### src/rtl/apb_master_arbiter.sv
// APB master shared by two requesters.
// Round-robin arbitration picks one pending command in IDLE, drives it through
// SETUP and ACCESS, and returns the result to the owner with a one-cycle done
// pulse in COMPLETE. A wait counter aborts an ACCESS the slave never finishes.
module apb_master_arbiter #(
    parameter int ADDR_W  = 32,
    parameter int DATA_W  = 32,
    parameter int TIMEOUT = 16
) (
    input  logic              pclk,
    input  logic              presetn,
    input  logic              req0_valid,
    input  logic              req0_write,
    input  logic [ADDR_W-1:0] req0_addr,
    input  logic [DATA_W-1:0] req0_wdata,
    output logic              req0_done,
    output logic [DATA_W-1:0] req0_rdata,
    output logic              req0_err,
    input  logic              req1_valid,
    input  logic              req1_write,
    input  logic [ADDR_W-1:0] req1_addr,
    input  logic [DATA_W-1:0] req1_wdata,
    output logic              req1_done,
    output logic [DATA_W-1:0] req1_rdata,
    output logic              req1_err,
    output logic              psel,
    output logic              penable,
    output logic              pwrite,
    output logic [ADDR_W-1:0] paddr,
    output logic [DATA_W-1:0] pwdata,
    input  logic [DATA_W-1:0] prdata,
    input  logic              pready
);

    localparam logic [1:0] IDLE     = 2'd0;
    localparam logic [1:0] SETUP    = 2'd1;
    localparam logic [1:0] ACCESS   = 2'd2;
    localparam logic [1:0] COMPLETE = 2'd3;

    localparam int              CNT_W     = $clog2(TIMEOUT + 1);
    localparam logic [CNT_W-1:0] LAST_WAIT = CNT_W'(TIMEOUT - 1);

    logic [1:0]        state_q,      state_d;
    logic              owner_q,      owner_d;
    logic              lastServed_q, lastServed_d;
    logic              pwrite_q,     pwrite_d;
    logic [ADDR_W-1:0] paddr_q,      paddr_d;
    logic [DATA_W-1:0] pwdata_q,     pwdata_d;
    logic [CNT_W-1:0]  waitCnt_q,    waitCnt_d;
    logic [DATA_W-1:0] rdata0_q,     rdata0_d;
    logic [DATA_W-1:0] rdata1_q,     rdata1_d;
    logic              err0_q,       err0_d;
    logic              err1_q,       err1_d;
    logic              grant;

    // Round-robin pick: on a tie the requester not served last wins.
    always_comb begin
        if (req0_valid && req1_valid) begin
            grant = ~lastServed_q;
        end else begin
            grant = req1_valid;
        end
    end

    // Next-state logic for the transfer FSM, latched command and owner results.
    always_comb begin
        state_d      = state_q;
        owner_d      = owner_q;
        lastServed_d = lastServed_q;
        pwrite_d     = pwrite_q;
        paddr_d      = paddr_q;
        pwdata_d     = pwdata_q;
        waitCnt_d    = waitCnt_q;
        rdata0_d     = rdata0_q;
        rdata1_d     = rdata1_q;
        err0_d       = err0_q;
        err1_d       = err1_q;
        case (state_q)
            IDLE: begin
                if (req0_valid || req1_valid) begin
                    owner_d  = grant;
                    pwrite_d = grant ? req1_write : req0_write;
                    paddr_d  = grant ? req1_addr  : req0_addr;
                    pwdata_d = grant ? req1_wdata : req0_wdata;
                    state_d  = SETUP;
                end
            end
            SETUP: begin
                waitCnt_d = '0;
                state_d   = ACCESS;
            end
            ACCESS: begin
                if (pready) begin
                    if (owner_q) begin
                        if (!pwrite_q) rdata1_d = prdata;
                        err1_d = 1'b0;
                    end else begin
                        if (!pwrite_q) rdata0_d = prdata;
                        err0_d = 1'b0;
                    end
                    state_d = COMPLETE;
                end else if (waitCnt_q == LAST_WAIT) begin
                    if (owner_q) begin
                        rdata1_d = '0;
                        err1_d   = 1'b1;
                    end else begin
                        rdata0_d = '0;
                        err0_d   = 1'b1;
                    end
                    state_d = COMPLETE;
                end else begin
                    waitCnt_d = waitCnt_q + CNT_W'(1);
                end
            end
            COMPLETE: begin
                lastServed_d = owner_q;
                state_d      = IDLE;
            end
            default: begin
                state_d = IDLE;
            end
        endcase
    end

    // State registers; reset abandons any transfer and makes req0 win the first tie.
    always_ff @(posedge pclk or negedge presetn) begin
        if (!presetn) begin
            state_q      <= IDLE;
            owner_q      <= 1'b0;
            lastServed_q <= 1'b1;
            pwrite_q     <= 1'b0;
            paddr_q      <= '0;
            pwdata_q     <= '0;
            waitCnt_q    <= '0;
            rdata0_q     <= '0;
            rdata1_q     <= '0;
            err0_q       <= 1'b0;
            err1_q       <= 1'b0;
        end else begin
            state_q      <= state_d;
            owner_q      <= owner_d;
            lastServed_q <= lastServed_d;
            pwrite_q     <= pwrite_d;
            paddr_q      <= paddr_d;
            pwdata_q     <= pwdata_d;
            waitCnt_q    <= waitCnt_d;
            rdata0_q     <= rdata0_d;
            rdata1_q     <= rdata1_d;
            err0_q       <= err0_d;
            err1_q       <= err1_d;
        end
    end

    assign psel       = (state_q == SETUP) || (state_q == ACCESS);
    assign penable    = (state_q == ACCESS);
    assign pwrite     = pwrite_q;
    assign paddr      = paddr_q;
    assign pwdata     = pwdata_q;
    assign req0_done  = (state_q == COMPLETE) && !owner_q;
    assign req1_done  = (state_q == COMPLETE) &&  owner_q;
    assign req0_rdata = rdata0_q;
    assign req1_rdata = rdata1_q;
    assign req0_err   = err0_q;
    assign req1_err   = err1_q;

endmodule

### config.mk
export PLATFORM = sky130hd
export DESIGN_NAME = apb_master_arbiter
export DESIGN_NICKNAME = d
export VERILOG_FILES = /design/src/rtl/apb_master_arbiter.sv
export SDC_FILE = /design/constraint.sdc
export NUM_CORES = 1
export LEC_CHECK = 0
export ABC_AREA = 1
export BUFFER_PORTS_ARGS = -buffer_cell sky130_fd_sc_hd__buf_2
export CAP_MARGIN = 10
export CORE_ASPECT_RATIO = 1.1
export CORE_MARGIN = 8
export CORE_UTILIZATION = 44
export CTS_BUF_LIST = sky130_fd_sc_hd__clkbuf_8
export CTS_CLUSTER_SIZE = 8
export DETAILED_ROUTE_END_ITERATION = 8
export PLACE_DENSITY = 0.76
export SLEW_MARGIN = 15
export SYNTH_ARGS = -nofsm -noshare
export SYNTH_HDL_FRONTEND = slang
export SYNTH_SLANG_ARGS = --single-unit
### constraint.sdc
create_clock -name pclk -period 1.6 [get_ports pclk]
set_input_delay 0.08 -clock pclk [delete_from_list [all_inputs] [get_ports pclk]]
set_output_delay 0.08 -clock pclk [all_outputs]
set_load 0.02 [all_outputs]
; Yosys cells after proc, flatten, opt, wreduce, memory -nomap -nowiden
; Index checks and enable logic that the tools add are counted.
; W data, S select, Z words.
[classes]
n_addsub = 1
eq_ne = 9
muxes = 28
n_bitwise = 2
n_reduce_logical = 16
[op_table]
columns = cell, n
row1 = $mux W32, 11
row2 = $mux W1, 10
row3 = $mux W5, 2
row4 = $pmux W5 S2, 1
row5 = $reduce_and A3 Y1, 3
row6 = $ne A2 B2 Y1 const B, 4
row7 = $pmux W2 S4, 1
row8 = $reduce_and A4 Y1, 2
row9 = $mux W2, 3
row10 = $add A5 B1 Y5 const B, 1
row11 = $eq A5 B4 Y1 const B, 1
row12 = $eq A2 B2 Y1 const B, 2
row13 = $reduce_and A2 Y1, 2
row14 = $reduce_bool A2 Y1, 2
row15 = $logic_and A1 B1 Y1, 3
row16 = $ne A3 B1 Y1 const B, 1
row17 = $eq A2 B1 Y1 const B, 1
row18 = $logic_not A2 Y1, 1
row19 = $logic_or A1 B1 Y1, 2
row20 = $not A1 Y1, 2
row21 = $logic_not A1 Y1, 1
[totals]
regBits = 140
in_bits = 167
output_inout_bits = 135
word_cells = 67

; Depth between registers and ports, before layout
; Gate-level depths: netlist of the first run.
[logic_depth]
ltp_word = 4
ltp_mapped = 10
ltp_nobuf = 10

; Worst setup path after synthesis of the first run
; Ideal clock, no wire load.
[synth_path]
path_type = reg2reg
startpoint = register state_q[0]
endpoint = register rdata1_q[23] (netlist: req1_rdata[23])
setup_time_ns = 0.119
t_arrival_ns = 1.492
t_required_ns = 1.481
setup_slack_ns = -0.011
path_stages_with_launch = 10
n_path_buf = 2
period_less_slack_ns = 1.611
cell_sequence = dfrtp_1 > inv_1 > ha_1 > buf_6 > nand2_4 > nand2_8 > nand3_4 > buf_6 > nand2_1 > o21ai_2
[synth_via]
elab_chain_cells = 2
[synth_lines]
columns = element, line_no
row1 = "start, declared", 43  ; logic [1:0] state_q, state_d;
row2 = "start signal, assigned", 140  ; state_q <= state_d;
row3 = $eq A2 B2 Y1, n/a
row4 = net penable, 27  ; output logic penable,
row5 = $reduce_and A4 Y1 (no source line), n/a
row6 = "end signal, assigned", 148  ; rdata1_q <= rdata1_d;
row7 = "end, declared", 51  ; logic [DATA_W-1:0] rdata1_q, rdata1_d;
; The timed path passes the listed nets, and every way through them passes these cells.
; A chain may end at the register's enable or synchronous reset.

; Worst setup path in the final report of the first run
[layout_path]
startpoint = register waitCnt_q[0]
endpoint = register rdata0_q[13] (netlist: req0_rdata[13])
[layout_via]
elab_chain_cells = 3
[layout_lines]
columns = element, line_no
row1 = "start, declared", 49  ; logic [CNT_W-1:0] waitCnt_q, waitCnt_d;
row2 = "start signal, assigned", 146  ; waitCnt_q <= waitCnt_d;
row3 = $eq A5 B4 Y1, 102  ; end else if (waitCnt_q == LAST_WAIT) begin
row4 = $reduce_bool A2 Y1 (no source line), n/a
row5 = $reduce_and A4 Y1 (no source line), n/a
row6 = "end signal, assigned", 147  ; rdata0_q <= rdata0_d;
row7 = "end, declared", 50  ; logic [DATA_W-1:0] rdata0_q, rdata0_d;
; Every way passes these cells.

==> results of run 1 <==
==> power by group <==
group          switching, W  leakage (nW)  total (W)  internal (W)
sequential          0.00109          1.77    0.00609       0.00500
combinational       0.00588          3.99    0.00959       0.00371
clock               0.00147         0.217    0.00321       0.00174
==> final cells by class <==
type / count / area (µm²) / area share [%]
Antenna cell: 4 / 10.0 / 0.0899
Clock buffer: 18 / 248 / 2.22
Clock inverter: 14 / 195 / 1.75
Inverter: 78 / 295 / 2.65
Multi-Input combinational cell: 477 / 2800 / 25.1
Sequential cell: 140 / 3500 / 31.5
Tap cell: 196 / 245 / 2.20
Timing Repair Buffer: 515 / 3840 / 34.5
==> timing repair <==
| action | 4_1_cts | 5_1_grt |
|---|---|---|
| pin swaps | 6 | 6 |
| hold endpoints to repair | 270 | 0 |
| hold buffers | 160 | 0 |
| setup buffers | 0 | 8 |
| gates resized for setup | 55 | 63 |
| endpoints found under the setup margin | 70 | 141 |
| cloned | 3 | 8 |
==> per-stage QoR <==
stage / cells / cell area (µm²) / hold WS [ps] / total power (W)
finish: 1442 / 11100 / 45.0 / 0.0189
global route: 1442 / 11100 / 66.2 / 0.0198
CTS: 1422 / 10700 / 3.06 / 0.0175
detailed placement: 1227 / 8420 / -15.6 / 0.0136
global placement: 1227 / 8420 / -14.6 / 0.0134
floorplan: 739 / 6670 / -216 / 0.0108
==> state kept, by name (all words and copies together), names as in the netlist <==
register and flops:
paddr 32, pwdata 32, req0_rdata 32, req1_rdata 32, waitCnt_q 5, state_q 2
lastServed_q 1, owner_q 1, pwrite 1, req0_err 1, req1_err 1
==> kinds of logic (layout without fill, tap and decap cells) <==
group                    after synthesis  count (layout)
AND/OR/NAND/NOR                      332             333
adder cells (fa/ha/maj)                6               6
flip-flops                           140             140
AO/OA/AOI/OAI                        138             138
buffers and inverters                123             625
other                                  0               4
==> worst register-to-register path, cell delays in order (launching register included) <==
cell and delay [ps]:
dfrtp_1 360, ha_2 190, nand2_2 60, nor2_2 80, ha_2 210, nand2_4 70
nand2_8 100, nand3_4 170, buf_16 220, nand2_2 60, o21ai_1 60
==> cell usage in the layout (no fill, tap or decap), types with 5 or more instances in the layout <==
| cell | synthesis | layout |
|---|---|---|
| nand2_1 | 312 | 252 |
| inv_1 | 75 | 73 |
| buf_4 | 6 | 28 |
| nand2_4 | 2 | 21 |
| dlygate4sd3_1 | 0 | 160 |
| inv_2 | 3 | 5 |
| buf_2 | 10 | 297 |
| buf_6 | 23 | 10 |
| nand3_1 | 5 | 5 |
| o211ai_1 | 65 | 65 |
| o21ai_2 | 59 | 63 |
| nand2_2 | 2 | 43 |
| clkbuf_8 | 0 | 18 |
| dfrtp_1 | 139 | 139 |
| clkbuf_16 | 0 | 6 |
| buf_12 | 0 | 9 |
==> routing by layer <==
layer  track usage (%)  vias to the layer above  wire length, µm
met3              8.94                      130             3130
met2              44.7                      572            13800
met5                 0                        -                0
met4              15.5                        0             1450
li1                  -                     3351                -
met1              28.7                     3513             9730
==> worst max-delay path by stage <==
stage | end | slack, ps | from
after floorplan | req1_rdata[23] | 30 | waitCnt_q[0]
after global placement | waitCnt_q[0] | -40 | waitCnt_q[0]
after detailed placement | waitCnt_q[0] | -90 | waitCnt_q[0]
after CTS | req0_rdata[17] | -70 | waitCnt_q[0]
after global routing | req0_rdata[18] | -150 | waitCnt_q[1]
final | req0_rdata[13] | -80 | waitCnt_q[0]
==> summary.txt, run 1 <==
Status = complete, but fails checks
Failing checks = negative setup slack
Largest fanout on the critical path = 7
Pre-CTS setup slack = -89.0 ps
Drc violations = 0
Clock sinks = 140
Reg-to-Reg End = req0_rdata[13]
Largest family of logic cells by synthesized area = simple AND/OR/NAND/NOR gates
Tot GR Track Use = 26.7%
Critical-path cell list = ha_2, nand2_2, nor2_2, ha_2, nand2_4, nand2_8, nand3_4, buf_16, nand2_2, o21ai_1
Worst r2r path cells = 10
Worst min-delay path startpoint = req0_addr[1]
Max-cap check violation count = 0
Clock buffer depth = 2
H-Tree Depth = 4
Reg-to-reg slack, setup = -80 ps
Final WS setup = -82.7 ps
Routed wire length = 28100 µm
Unrepaired setup endpoints after global routing = true
Worst-margin pin slew = 393 ps
Largest net degree at the start of global routing = 67
CTS tree = done
Die Ht = 145 µm
Synth Register Bits = 140
CP max-delay cell = dfrtp_1
Synth warnings = 0
Hold crit path type = input port to flip-flop
Die Span X = 133 µm
Crit path buf inv count = 1
Area contributors post-synth = dfrtp_1, nand2_1, o21ai_2
Root buffer cell = clkbuf_8
Synth area leader = dfrtp_1
Cell area after synthesis = 6660 µm²
Leakage = 5.98 nW
Clock slew at reported path FFs = 80 ps
Synth Area in Simple Gates = 19.9%
Max-slew violation count = 0
CP Depth = 10
Top cell type's share of synthesized area = 52.2%
I/O pin cnt = 302
Most frequent cell after synthesis = nand2_1
Final HPWL DP = 15200 µm
1st-pass router iterations = 7
Peak VDD IR = 871 µV
Yosys cell types = 24
Synth Area in XOR/XNOR = 0%
Final core occ = 74.6%
Overflow after GRT = 0
P per Cell Area = 1700 nW/µm²
Async SR Flop Fraction = 100%
Fin crit period = 1680 ps
Global-route wire length before repair = 41100 µm
Share of post-route cells with drive strength above 1 = 42.9%
Max Freq = 0.594 GHz
TritonCTS buffer count = 17
# rows = 47
Post-synthesis sequential area ratio = 52.6%
Worst-Skew Late Latency = 450 ps
Startpoint types = flip-flop
Worst Hold End = paddr[1]
Post-synthesis mux area share = 0%
Relative slew slack = 73.8%
RR Startpoint = waitCnt_q[0]
Port bufs = 301
Core area = 14900 µm²
Clock Skew = 13.5 ps
Endpoints failing setup = 60
Post-synth EDFFs = 0
Compound-Gate Fraction of Synth Area = 16.3%
Critical Path Sink Type = flip-flop
Vias per cell = 5.25
Post-Syn Instances = 739
Fin crit share = 105%
Starting Density = 44.6%
Area Growth Syn to Fin = 67.2%
WL/cell = 19.5 µm
Worst EP arrival = 2020 ps
Average size of a mapped cell = 9.01 µm²
Setup_tns = -2860 ps
Number of global-route vias before repair = 7766
Top cells by count, synth = nand2_1, dfrtp_1, inv_1
Final ANT Viol Nets = 0
CP Data Required Time = 1930 ps
Synth Net Count = 912
Synth Flop Type = dfrtp_1
Initial antenna violation count = 4
GP Congestion = 0.813
Die footprint = 19300 µm²
Crit path max-delay family = simple AND/OR/NAND/NOR gates
Final hold violations = 0
Crit path kind = flip-flop to flip-flop
Routed vias = 7566
Initial detailed-routing violation count = 523
FILL cells = 905
Crit-path max cell delay = 360 ps
Fin nets = 1402
Adder-Cell Fraction of Synth Area = 1.13%
Hold path cells = 5
Note: power is estimated with default switching activity, not from simulation.
==> run 2: changes to the inputs <==
--- a/config.mk
+++ b/config.mk
@@ -10,11 +10,10 @@
 export CAP_MARGIN = 10
 export CORE_ASPECT_RATIO = 1.1
 export CORE_MARGIN = 8
-export CORE_UTILIZATION = 44
-export CTS_BUF_LIST = sky130_fd_sc_hd__clkbuf_8
+export CORE_UTILIZATION = 43
 export CTS_CLUSTER_SIZE = 8
 export DETAILED_ROUTE_END_ITERATION = 8
-export PLACE_DENSITY = 0.76
+export PLACE_DENSITY = 0.74
 export SLEW_MARGIN = 15
 export SYNTH_ARGS = -nofsm -noshare
 export SYNTH_HDL_FRONTEND = slang
==> run 2 against run 1 <==
The flow still finishes with violations (negative setup slack); register-to-register slack hardly changed; final cell count down 0.97%; global-route usage fell by 1.0 points; setup slack lost 15 ps; critical endpoint is now req1_rdata[0]; largest cell class unchanged; largest power group unchanged; highest routed layer is now met5.
==> summary.txt, run 2 (synthesis results as in run 1) <==
Status = complete, but fails checks
Failing checks = negative setup slack
Tot Pwr = 0.0196 W
Die footprint = 19700 µm²
Worst-margin pin slew = 449 ps
Core area = 15100 µm²
Die Ht = 147 µm
TritonCTS buffer count = 17
Most common cell after layout, fill and taps aside = buf_2
Worst-Skew Late Latency = 430 ps
Area of the multi-input gates = 2770 µm²
Worst min-delay path startpoint = req0_wdata[8]
I/O pin cnt = 302
Setup_tns = -4410 ps
Endpoints failing setup = 84
Max-slew violation count = 0
Worst EP arrival = 2000 ps
Starting Density = 44.1%
Routed wire length = 28000 µm
Relative slew slack = 70.1%
Sequential power share = 30.9%
Hold path cells = 5
Clock power share = 21.5%
Initial detailed-routing violation count = 536
Port bufs = 301
Hold crit path type = input port to flip-flop
Switch Pwr = 0.00845 W
Die Span X = 135 µm
Worst Hold End = pwdata[8]
Clock Skew = 11.2 ps
Internal power = 0.0112 W
FILL cells = 941
CTS tree = done
CP Data Required Time = 1900 ps
Global-route wire length before repair = 40200 µm
Fin crit period = 1700 ps
Clock buffer depth = 2
Max Freq = 0.589 GHz
Final ANT Viol Nets = 0
Fin crit share = 106%
Tot GR Track Use = 25.6%
Most frequent cells in the layout = buf_2, nand2_1, dlygate4sd3_1
RR Startpoint = waitCnt_q[0]
Hold slack = 30.2 ps
WL/cell = 19.6 µm
Largest fanout on the critical path = 9
# rows = 47
Drc violations = 0
Root buffer cell = clkbuf_16
Fin nets = 1387
Crit path kind = flip-flop to flip-flop
Number of global-route vias before repair = 7719
Overflow after GRT = 0
H-Tree Depth = 4
Initial antenna violation count = 4
Max-cap check violation count = 0
Sw Ratio = 43.0%
Share of post-route cells with drive strength above 1 = 42.1%
Vias per cell = 5.27
Leakage = 6.00 nW
Final hold violations = 0
Worst r2r path cells = 10
Final WS setup = -97.3 ps
Final HPWL DP = 15800 µm
Peak VDD IR = 1220 µV
1st-pass router iterations = 5
Unrepaired setup endpoints after global routing = true
Routed vias = 7522
Clock sinks = 140
Startpoint types = flip-flop
Clock slew at reported path FFs = 60 ps
Total area of sequential cells = 3510 µm²
Critical Path Sink Type = flip-flop
Reg-to-Reg End = req1_rdata[0]
Largest net degree at the start of global routing = 49
GP Congestion = 0.794
Area Growth Syn to Fin = 67.5%
Reg-to-reg slack, setup = -100 ps
P per Cell Area = 1760 nW/µm²
Comb power frac = 47.6%
[run 2: changes by cell type in the layout (fill, tap and decap cells not counted), moves of 3 or more]
cell,before,now
clkbuf_16,6,24
nand2_2,43,28
nand2_4,21,24
nand2_1,252,264
buf_8,3,0
buf_12,9,13
clkbuf_8,18,0
buf_4,28,25
dlygate4sd3_1,160,147
[run 2: timing repair]
| action | in CTS | in global routing |
|---|---|---|
| gates cloned | 0 | 11 |
| setup buffers | 2 | 5 |
| pin swaps | 0 | 2 |
| hold buffers | 147 | 0 |
| endpoints found under the hold margin | 238 | 0 |
| resized for setup | 9 | 89 |
| setup endpoints to repair | 65 | 132 |
[run 2: through the flow]
step           instance area [µm²]  std cells  utilization [%]  setup WS (ps)
2_1_floorplan                 6670        739                -           26.2
3_3_place_gp                  8450       1226             55.9           12.2
3_5_place_dp                  8450       1226             55.9          -53.5
4_1_cts                      10600       1407             70.1          -50.9
5_1_grt                      11200       1427             73.8           -194
6_report                     11200       1428             73.8          -97.3
[run 2: area by class of cell]
| type | count | share of cell area, % |
|---|---|---|
| clock buffers | 19 | 3.88 |
| well taps | 196 | 2.20 |
| repair buffers | 500 | 33.2 |
| clock inverters | 13 | 1.70 |
| flip-flops and latches | 140 | 31.4 |
| multi-input cells | 477 | 24.9 |
| diodes | 5 | 0.112 |
| inverters | 78 | 2.65 |
[run 2: how the worst max path moves through the flow]
stage	start	end	depth (start not counted)
floorplan	waitCnt_q[0]	req1_rdata[23]	10
finish	waitCnt_q[0]	req1_rdata[0]	10
global route	waitCnt_q[0]	req1_rdata[0]	10
CTS	waitCnt_q[0]	req0_rdata[22]	10
detailed placement	waitCnt_q[0]	req0_rdata[18]	10
global placement	waitCnt_q[0]	req1_rdata[15]	10
[run 2: power groups by stage]
stage / combinational [W] / clock [W] / sequential (W)
2_1_floorplan: 0.00334 / 0 / 0.00749
3_3_place_gp: 0.00759 / 0 / 0.00584
3_5_place_dp: 0.00782 / 0 / 0.00581
4_1_cts: 0.00814 / 0.00426 / 0.00585
5_1_grt: 0.00997 / 0.00441 / 0.00621
6_report: 0.00934 / 0.00422 / 0.00608
[run 2: routing by layer]
metal / GRT usage, % / up-vias / wire length [µm]
li1: - / 3323 / -
met1: 29.0 / 3491 / 9850
met2: 40.8 / 558 / 13400
met3: 9.57 / 148 / 3200
met4: 14.2 / 2 / 1550
met5: 0 / - / 28
[run 2: critical path, stage by stage, from the launching register on]
cell and delay, ps:
dfrtp_1 370, ha_2 200, nand2_2 70, nor2_2 80
ha_2 200, nand2_4 70, nand2_8 100, nand3_4 130
buf_6 200, nand2_1 90, o21ai_2 60
